File: config.mk
export PLATFORM = sky130hd
export DESIGN_NAME = ps2_scan_decoder
export DESIGN_NICKNAME = d
export VERILOG_FILES = /design/src/rtl/ps2_pkg.sv /design/src/rtl/ps2_line_filter.sv /design/src/rtl/ps2_scan_decoder.sv
export SDC_FILE = /design/constraint.sdc
export NUM_CORES = 1
export LEC_CHECK = 0
export ABC_CLOCK_PERIOD_IN_PS = 2800
export BUFFER_PORTS_ARGS = -buffer_cell sky130_fd_sc_hd__buf_2
export CAP_MARGIN = 40
export CORE_UTILIZATION = 60
export CTS_BUF_LIST = sky130_fd_sc_hd__clkbuf_8
export CTS_CLUSTER_SIZE = 12
export DETAILED_ROUTE_END_ITERATION = 10
export PLACE_DENSITY = 0.82
export SLEW_MARGIN = 30
export SYNTH_ARGS = -nofsm -noshare
export SYNTH_HDL_FRONTEND = slang
export SYNTH_HIERARCHICAL = 1
export SYNTH_SLANG_ARGS = --single-unit
export TNS_END_PERCENT = 1
File: constraint.sdc
create_clock -name clk -period 2.8 [get_ports clk]
set_input_delay 0.14 -clock clk [delete_from_list [all_inputs] [get_ports clk]]
set_output_delay 0.14 -clock clk [all_outputs]
set_load 0.1 [all_outputs]
File: src/rtl/ps2_pkg.sv
`default_nettype none
// ============================================================================
// Module : ps2_pkg
// Brief  : Shared types and constants for the PS/2 scan-code decoder.
// Rev    : 1.0  initial release
// ============================================================================
package ps2_pkg;

  typedef enum logic [1:0] {
    IDLE   = 2'd0,
    DATA   = 2'd1,
    PARITY = 2'd2,
    STOP   = 2'd3
  } frame_state_t;

  localparam logic [2:0] DIR_NONE  = 3'd0;
  localparam logic [2:0] DIR_UP    = 3'd1;
  localparam logic [2:0] DIR_DOWN  = 3'd2;
  localparam logic [2:0] DIR_LEFT  = 3'd3;
  localparam logic [2:0] DIR_RIGHT = 3'd4;

  localparam logic [7:0] SC_EXT   = 8'hE0;
  localparam logic [7:0] SC_BRK   = 8'hF0;
  localparam logic [7:0] SC_UP    = 8'h75;
  localparam logic [7:0] SC_DOWN  = 8'h72;
  localparam logic [7:0] SC_LEFT  = 8'h6B;
  localparam logic [7:0] SC_RIGHT = 8'h74;

  function automatic logic [2:0] arrow_dir(input logic [7:0] code);
    case (code)
      SC_UP:    arrow_dir = DIR_UP;
      SC_DOWN:  arrow_dir = DIR_DOWN;
      SC_LEFT:  arrow_dir = DIR_LEFT;
      SC_RIGHT: arrow_dir = DIR_RIGHT;
      default:  arrow_dir = DIR_NONE;
    endcase
  endfunction

endpackage
`default_nettype wire

File: src/rtl/ps2_line_filter.sv
`default_nettype none
// ============================================================================
// Module : ps2_line_filter
// Brief  : 2-flop synchroniser plus tick-gated run-length filter for one pin.
// Rev    : 1.0  initial release
// ============================================================================
module ps2_line_filter #(
  parameter int FILT_LEN = 8
) (
  input  logic clk,
  input  logic clr,
  input  logic i_tick,
  input  logic i_raw,
  output logic o_filt
);

  logic [1:0]          r_sync;
  logic [FILT_LEN-1:0] r_hist;
  logic [FILT_LEN-1:0] w_hist_nxt;
  logic                r_filt;

  assign w_hist_nxt = {r_hist[FILT_LEN-2:0], r_sync[1]};
  assign o_filt     = r_filt;

  // The output only moves once the whole history agrees on the new level.
  always_ff @(posedge clk) begin
    if (clr) begin
      r_sync <= 2'b11;
      r_hist <= '1;
      r_filt <= 1'b1;
    end else begin
      r_sync <= {r_sync[0], i_raw};
      if (i_tick) begin
        r_hist <= w_hist_nxt;
        if (&w_hist_nxt)
          r_filt <= 1'b1;
        else if (~|w_hist_nxt)
          r_filt <= 1'b0;
      end
    end
  end

endmodule
`default_nettype wire

File: src/rtl/ps2_scan_decoder.sv
`default_nettype none
// ============================================================================
// Module : ps2_scan_decoder
// Brief  : PS/2 keyboard receiver, E0/F0 prefix tracker and arrow direction
//          holder. Optional auto-repeat of dir_pulse with `KB_REPEAT_EN.
// Rev    : 1.0  initial release
// ============================================================================
module ps2_scan_decoder
  import ps2_pkg::*;
#(
  parameter int CLK_DIV     = 4,
  parameter int FILT_LEN    = 8,
  parameter int TIMEOUT_CYC = 200000
`ifdef KB_REPEAT_EN
  ,
  parameter int REPEAT_DLY  = 12500000,
  parameter int REPEAT_PER  = 2500000
`endif
) (
  input  logic       clk,
  input  logic       clr,
  input  logic       PS2C,
  input  logic       PS2D,
  output logic       key_valid,
  output logic [7:0] key_code,
  output logic       key_ext,
  output logic       key_break,
  output logic       frame_err,
  output logic [2:0] dir_out,
  output logic       dir_pulse
);

  localparam int DIV_W = (CLK_DIV > 1) ? $clog2(CLK_DIV) : 1;
  localparam int TO_W  = $clog2(TIMEOUT_CYC + 1);

  logic [DIV_W-1:0] r_div;
  logic             w_tick;
  logic             w_c_filt;
  logic             w_d_filt;
  logic             r_c_prev;
  logic             w_fall;

  frame_state_t     r_state;
  logic [2:0]       r_bit_cnt;
  logic [7:0]       r_shreg;
  logic             r_par;
  logic [TO_W-1:0]  r_to_cnt;
  logic             r_frame_err;
  logic             w_timeout;
  logic             w_stop_ok;
  logic             w_byte_rdy;
  logic             w_err_now;

  logic             r_ext;
  logic             r_brk;
  logic             r_key_valid;
  logic [7:0]       r_key_code;
  logic             r_key_ext;
  logic             r_key_brk;
  logic [2:0]       r_dir;
  logic             r_dir_pulse;
  logic             w_key_evt;
  logic [2:0]       w_arrow;
  logic             w_make;
  logic             w_release;
  logic             w_rep_pulse;

  assign w_tick = (r_div == DIV_W'(CLK_DIV - 1));

  always_ff @(posedge clk) begin
    if (clr || w_tick)
      r_div <= '0;
    else
      r_div <= r_div + 1'b1;
  end

  ps2_line_filter #(.FILT_LEN(FILT_LEN)) u_filt_c (
    .clk(clk), .clr(clr), .i_tick(w_tick), .i_raw(PS2C), .o_filt(w_c_filt)
  );

  ps2_line_filter #(.FILT_LEN(FILT_LEN)) u_filt_d (
    .clk(clk), .clr(clr), .i_tick(w_tick), .i_raw(PS2D), .o_filt(w_d_filt)
  );

  always_ff @(posedge clk) begin
    if (clr) r_c_prev <= 1'b1;
    else     r_c_prev <= w_c_filt;
  end

  assign w_fall     = r_c_prev & ~w_c_filt;
  assign w_timeout  = (r_state != IDLE) && !w_fall && (r_to_cnt == TO_W'(TIMEOUT_CYC - 1));
  assign w_stop_ok  = w_d_filt && (^{r_shreg, r_par});
  assign w_byte_rdy = w_fall && (r_state == STOP) && w_stop_ok;
  assign w_err_now  = w_timeout
                    | (w_fall && (r_state == IDLE) && w_d_filt)
                    | (w_fall && (r_state == STOP) && !w_stop_ok);

  always_ff @(posedge clk) begin
    if (clr) begin
      r_state     <= IDLE;
      r_bit_cnt   <= 3'd0;
      r_shreg     <= 8'h00;
      r_par       <= 1'b0;
      r_to_cnt    <= '0;
      r_frame_err <= 1'b0;
    end else begin
      r_frame_err <= w_err_now;
      if (w_timeout) begin
        r_state  <= IDLE;
        r_to_cnt <= '0;
      end else if (w_fall) begin
        r_to_cnt <= '0;
        case (r_state)
          IDLE: begin
            if (!w_d_filt) begin
              r_state   <= DATA;
              r_bit_cnt <= 3'd0;
            end
          end
          DATA: begin
            r_shreg   <= {w_d_filt, r_shreg[7:1]};
            r_bit_cnt <= r_bit_cnt + 3'd1;
            if (r_bit_cnt == 3'd7) r_state <= PARITY;
          end
          PARITY: begin
            r_par   <= w_d_filt;
            r_state <= STOP;
          end
          STOP:    r_state <= IDLE;
          default: r_state <= IDLE;
        endcase
      end else if (r_state != IDLE) begin
        r_to_cnt <= r_to_cnt + 1'b1;
      end
    end
  end

  assign w_key_evt = w_byte_rdy && (r_shreg != SC_EXT) && (r_shreg != SC_BRK);
  assign w_arrow   = arrow_dir(r_shreg);
  assign w_make    = w_key_evt && r_ext && !r_brk && (w_arrow != DIR_NONE);
  // Releasing an arrow other than the one currently held must not clear it.
  assign w_release = w_key_evt && r_ext && r_brk && (w_arrow != DIR_NONE) && (w_arrow == r_dir);

  always_ff @(posedge clk) begin
    if (clr) begin
      r_ext       <= 1'b0;
      r_brk       <= 1'b0;
      r_key_valid <= 1'b0;
      r_key_code  <= 8'h00;
      r_key_ext   <= 1'b0;
      r_key_brk   <= 1'b0;
      r_dir       <= DIR_NONE;
      r_dir_pulse <= 1'b0;
    end else begin
      r_key_valid <= w_key_evt;
      r_dir_pulse <= w_make | w_rep_pulse;
      if (w_key_evt) begin
        r_key_code <= r_shreg;
        r_key_ext  <= r_ext;
        r_key_brk  <= r_brk;
      end
      if (w_err_now || w_key_evt) begin
        r_ext <= 1'b0;
        r_brk <= 1'b0;
      end else if (w_byte_rdy) begin
        if (r_shreg == SC_EXT) r_ext <= 1'b1;
        if (r_shreg == SC_BRK) r_brk <= 1'b1;
      end
      if (w_make)
        r_dir <= w_arrow;
      else if (w_release)
        r_dir <= DIR_NONE;
    end
  end

`ifdef KB_REPEAT_EN
  localparam int REP_MAX = (REPEAT_DLY > REPEAT_PER) ? REPEAT_DLY : REPEAT_PER;
  localparam int REP_W   = $clog2(REP_MAX + 1);

  logic [REP_W-1:0] r_rep_cnt;
  logic             r_rep_first;

  assign w_rep_pulse = (r_dir != DIR_NONE) &&
                       (r_rep_cnt == (r_rep_first ? REP_W'(REPEAT_DLY - 1) : REP_W'(REPEAT_PER - 1)));

  always_ff @(posedge clk) begin
    if (clr || w_make || (r_dir == DIR_NONE)) begin
      r_rep_cnt   <= '0;
      r_rep_first <= 1'b1;
    end else if (w_rep_pulse) begin
      r_rep_cnt   <= '0;
      r_rep_first <= 1'b0;
    end else begin
      r_rep_cnt   <= r_rep_cnt + 1'b1;
    end
  end
`else
  assign w_rep_pulse = 1'b0;
`endif

  assign key_valid = r_key_valid;
  assign key_code  = r_key_code;
  assign key_ext   = r_key_ext;
  assign key_break = r_key_brk;
  assign frame_err = r_frame_err;
  assign dir_out   = r_dir;
  assign dir_pulse = r_dir_pulse;

endmodule
`default_nettype wire

==> flow_summary.yaml <==
synthesis:
  synth_ff_type: "dfxtp_1"
  yosysSeqAreaShare_pct: 43.6
  ys_types: 53
  mappedNetlistNets: 369
  syn-mean-instance-area_sq_um: 9.39
  synth_largest_type_area_fraction_pct: 43.6
  async_flop_share_pct: 0
  synth_top_cells_by_area: "dfxtp_1 44%, nor2_1 5.5%, mux2i_1 4.5%, a211o_1 3.7%, nor2b_1 3.2%"
  mappedNetlistArea_sq_um: 3350
  synth_largest_area_cell: "dfxtp_1"
  synthMostInstantiatedCell: "dfxtp_1"
  ys.warnings.count: 6
  synth_enable_flop_cells: 0
  synthesis.instances: 357
  netlist_top_cells_count: "73 x dfxtp_1, 49 x nor2_1, 24 x nand2_1, 21 x nand3_1, 17 x nor2b_1"
  synth-seq-cells: 73
timing:
  report.final.slew_viol_count: 0
  clock-skew-final_ns: 0.00647
  rsz0062_at_grt: "no"
  fmaxAchievable_mhz: 448
  timing.max_slew.rel_slack_pct: 59.5
  worst_slew_pin_slew_ns: 0.600
  final-hold-violation-count: 0
  finalSetupViolCount: 0
  total_negative_slack_ns: 0
  min_period_over_period_pct: 79.8
  layout_min_cycle_time_ns: 2.23
route:
  drt_drc_violations_left: 0
  wire_per_inst_um: 13.8
  detail_route.first_pass.iterations: 4
  initial_detailed_routing_violation_count: 119
  routed_via_density: 5.68
  postRouteWirelength_um: 6210
  antenna_violating_nets_post_route: 0
  via_count: 2563
critical_path:
  arrival_ns: 2.47
  slowest_stage: "nor4_1"
  worst_ep_required_time_ns: 3.03
  cpLargestDelayFamily: "simple AND/OR/NAND/NOR gates"
  critical_path.cell_chain: "inv_1 > ha_1 > and4b_1 > nand3_1 > nor4_1 > nor2_1 > nand2_1 > buf_4 > nor2_1"
  worstRegToRegCells: 9
  crit_path_max_fanout: 18
  worstPathBufferInverterCount: 2
  worstSetupPathType: "reg2reg"
  timing.critical_path.mode_cell: "nor2_1"
  cp-start-kind: "register"
  total_number_of_cells_along_the_worst_setup_path: 9
  timing.critical_path.slowest_cell_delay_ns: 0.48
  element_type_at_the_critical_path_end: "register"
floorplan:
  floorplan.die_area_sq_um: 5890
  core_area_sq_um: 5240
  core.rowCount: 26
  io_pins: 20
  floorplan.die.height_um: 76.7
  die_wd_um: 76.7
  floorplan.initialDensity_pct: 64.0
layout:
  area_delta_synth_final_pct: 10.3
  finalNetCount: 388
  ratio_of_cells_with_drive_above_1_in_the_final_layout_pct: 15.2
  postLayoutCoreUtil_pct: 70.6
  diodes: 0
clock_tree:
  cts.reportedPaths.clkPinSlew_ns: 0.08
  cts.path.max_buffers: 2
  cts.htree.levels: 3
  cts_buffers: 9
  ctsResizeCount: 0
  cts_hold_buf: 2
  cts.sink_count: 73
  cts_setup_buffers: 0
  insertion_delay_ns: 0.35
  tritoncts: "done"
  clock_tree.root_cell: "clkbuf_8"
grt:
  grt_antenna_before_repair: 0
  grt_use_total_pct: 23.9
  grt_overflow_total: 0
  grt_start_max_net_pins: 33
  first_pass_grt_wire_length_um: 11200
  grt_pass1_vias: 2526
min_path:
  hold_path_depth: 2
  hold_class: "in2reg"
placement:
  place.port_buffers: 19
  routability_driven_placement_congestion_ratio: 0.807
  place_hpwl_um: 4140
pwr:
  static-leakage-power_nw: 1.51
  power-per-cell-area_nw_per_um2: 548
  maximum_vdd_drop_mv: 0.598
outcome:
  run_status: "complete, no violations"
job:
  drv_cap: 0
-- routing by layer --
layer	track usage [%]	part of all wire, %	up-vias
met1	28.6	46	1210
met2	40.4	49	55
met4	9.04	1.2	0
met3	7.02	4.4	6
met5	0	0	-
li1	-	-	1292
-- where the power goes --
group	total (mW)	internal, mW	switching, mW
Clock	0.874	0.493	0.381
Sequential	1.08	1.06	0.0169
Combinational	0.0776	0.0363	0.0413
-- state kept, by name, summed over array words and instances (netlist names), 2 cells and up --
signal,cells
r_state,2
u_filt_d/r_hist,7
r_div,2
u_filt_d/r_sync,2
r_bit_cnt,3
r_shreg,8
u_filt_c/r_hist,7
r_to_cnt,18
dir_out,3
u_filt_c/r_sync,2
key_code,8
-- through the flow --
stage / area [sq um] / hold WS, ns / std cells / setup WS [ns] / power (mW)
after floorplan: 3350 / 0.244 / 357 / 0.687 / 1.16
after global placement: 3460 / 0.326 / 432 / 0.691 / 1.17
after detailed placement: 3460 / 0.328 / 432 / 0.571 / 1.17
after CTS: 3690 / 0.164 / 450 / 0.558 / 2.04
after global routing: 3700 / 0.195 / 451 / 0.366 / 2.10
final: 3700 / 0.179 / 451 / 0.566 / 2.03
-- logic make-up after synthesis --
group	after synthesis	synth area share, %
flip-flops	73	43.6
AO/OA/AOI/OAI	48	10.4
buffers and inverters	26	4.33
multiplexers	16	4.93
XOR/XNOR	24	7.58
AND/OR/NAND/NOR	162	26.1
adder cells (fa/ha/maj)	8	2.99
-- final timing paths --
kind | start | to | slack (ns)
worst max-delay path | r_state[0]$_SDFFE_PP0P_ | r_to_cnt[0]$_SDFFE_PP0N_ | 0.57
worst min-delay path | clr | r_par$_SDFFE_PP0P_ | 0.18
worst max register to register | r_state[0]$_SDFFE_PP0P_ | r_to_cnt[0]$_SDFFE_PP0N_ | 0.57
worst min register to register | u_filt_c/r_sync[0]$_SDFF_PP1_ | u_filt_c/r_sync[1]$_SDFF_PP1_ | 0.41
-- placed cells by master, fill, tap and decap left out, drive strengths merged, types with 2 or more instances in the layout --
cell type,synthesis,routed
xnor2,9,9
nand2,24,24
inv,6,7
mux2i,15,15
and3,4,4
or2,5,5
nand3b,2,2
xnor3,2,2
and3b,2,2
clkinv,0,3
nor4b,2,2
nand2b,5,5
ha,8,8
nor2,49,49
dlygate4sd3,0,2
o311a,2,2
a21oi,14,14
buf,11,26
xor2,12,12
bufinv,0,2
a32oi,2,2
o21ai,5,5
nand4b,3,3
a211o,16,16
clkbuf,9,9
nand3,21,21
dfxtp,73,73
nor3,9,9
nand4,8,8
o211ai,3,3
nor2b,17,17
nor4,4,4
-- cell type report --
cell class / count / area [sq um]
clock buffers: 9 / 124
clock inverters: 7 / 86.3
fillers: 394 / 1540
inverters: 6 / 22.5
multi-input cells: 258 / 1740
flip-flops and latches: 73 / 1460
well taps: 70 / 87.6
repair buffers: 28 / 171
(Power assumes the default switching activity.)
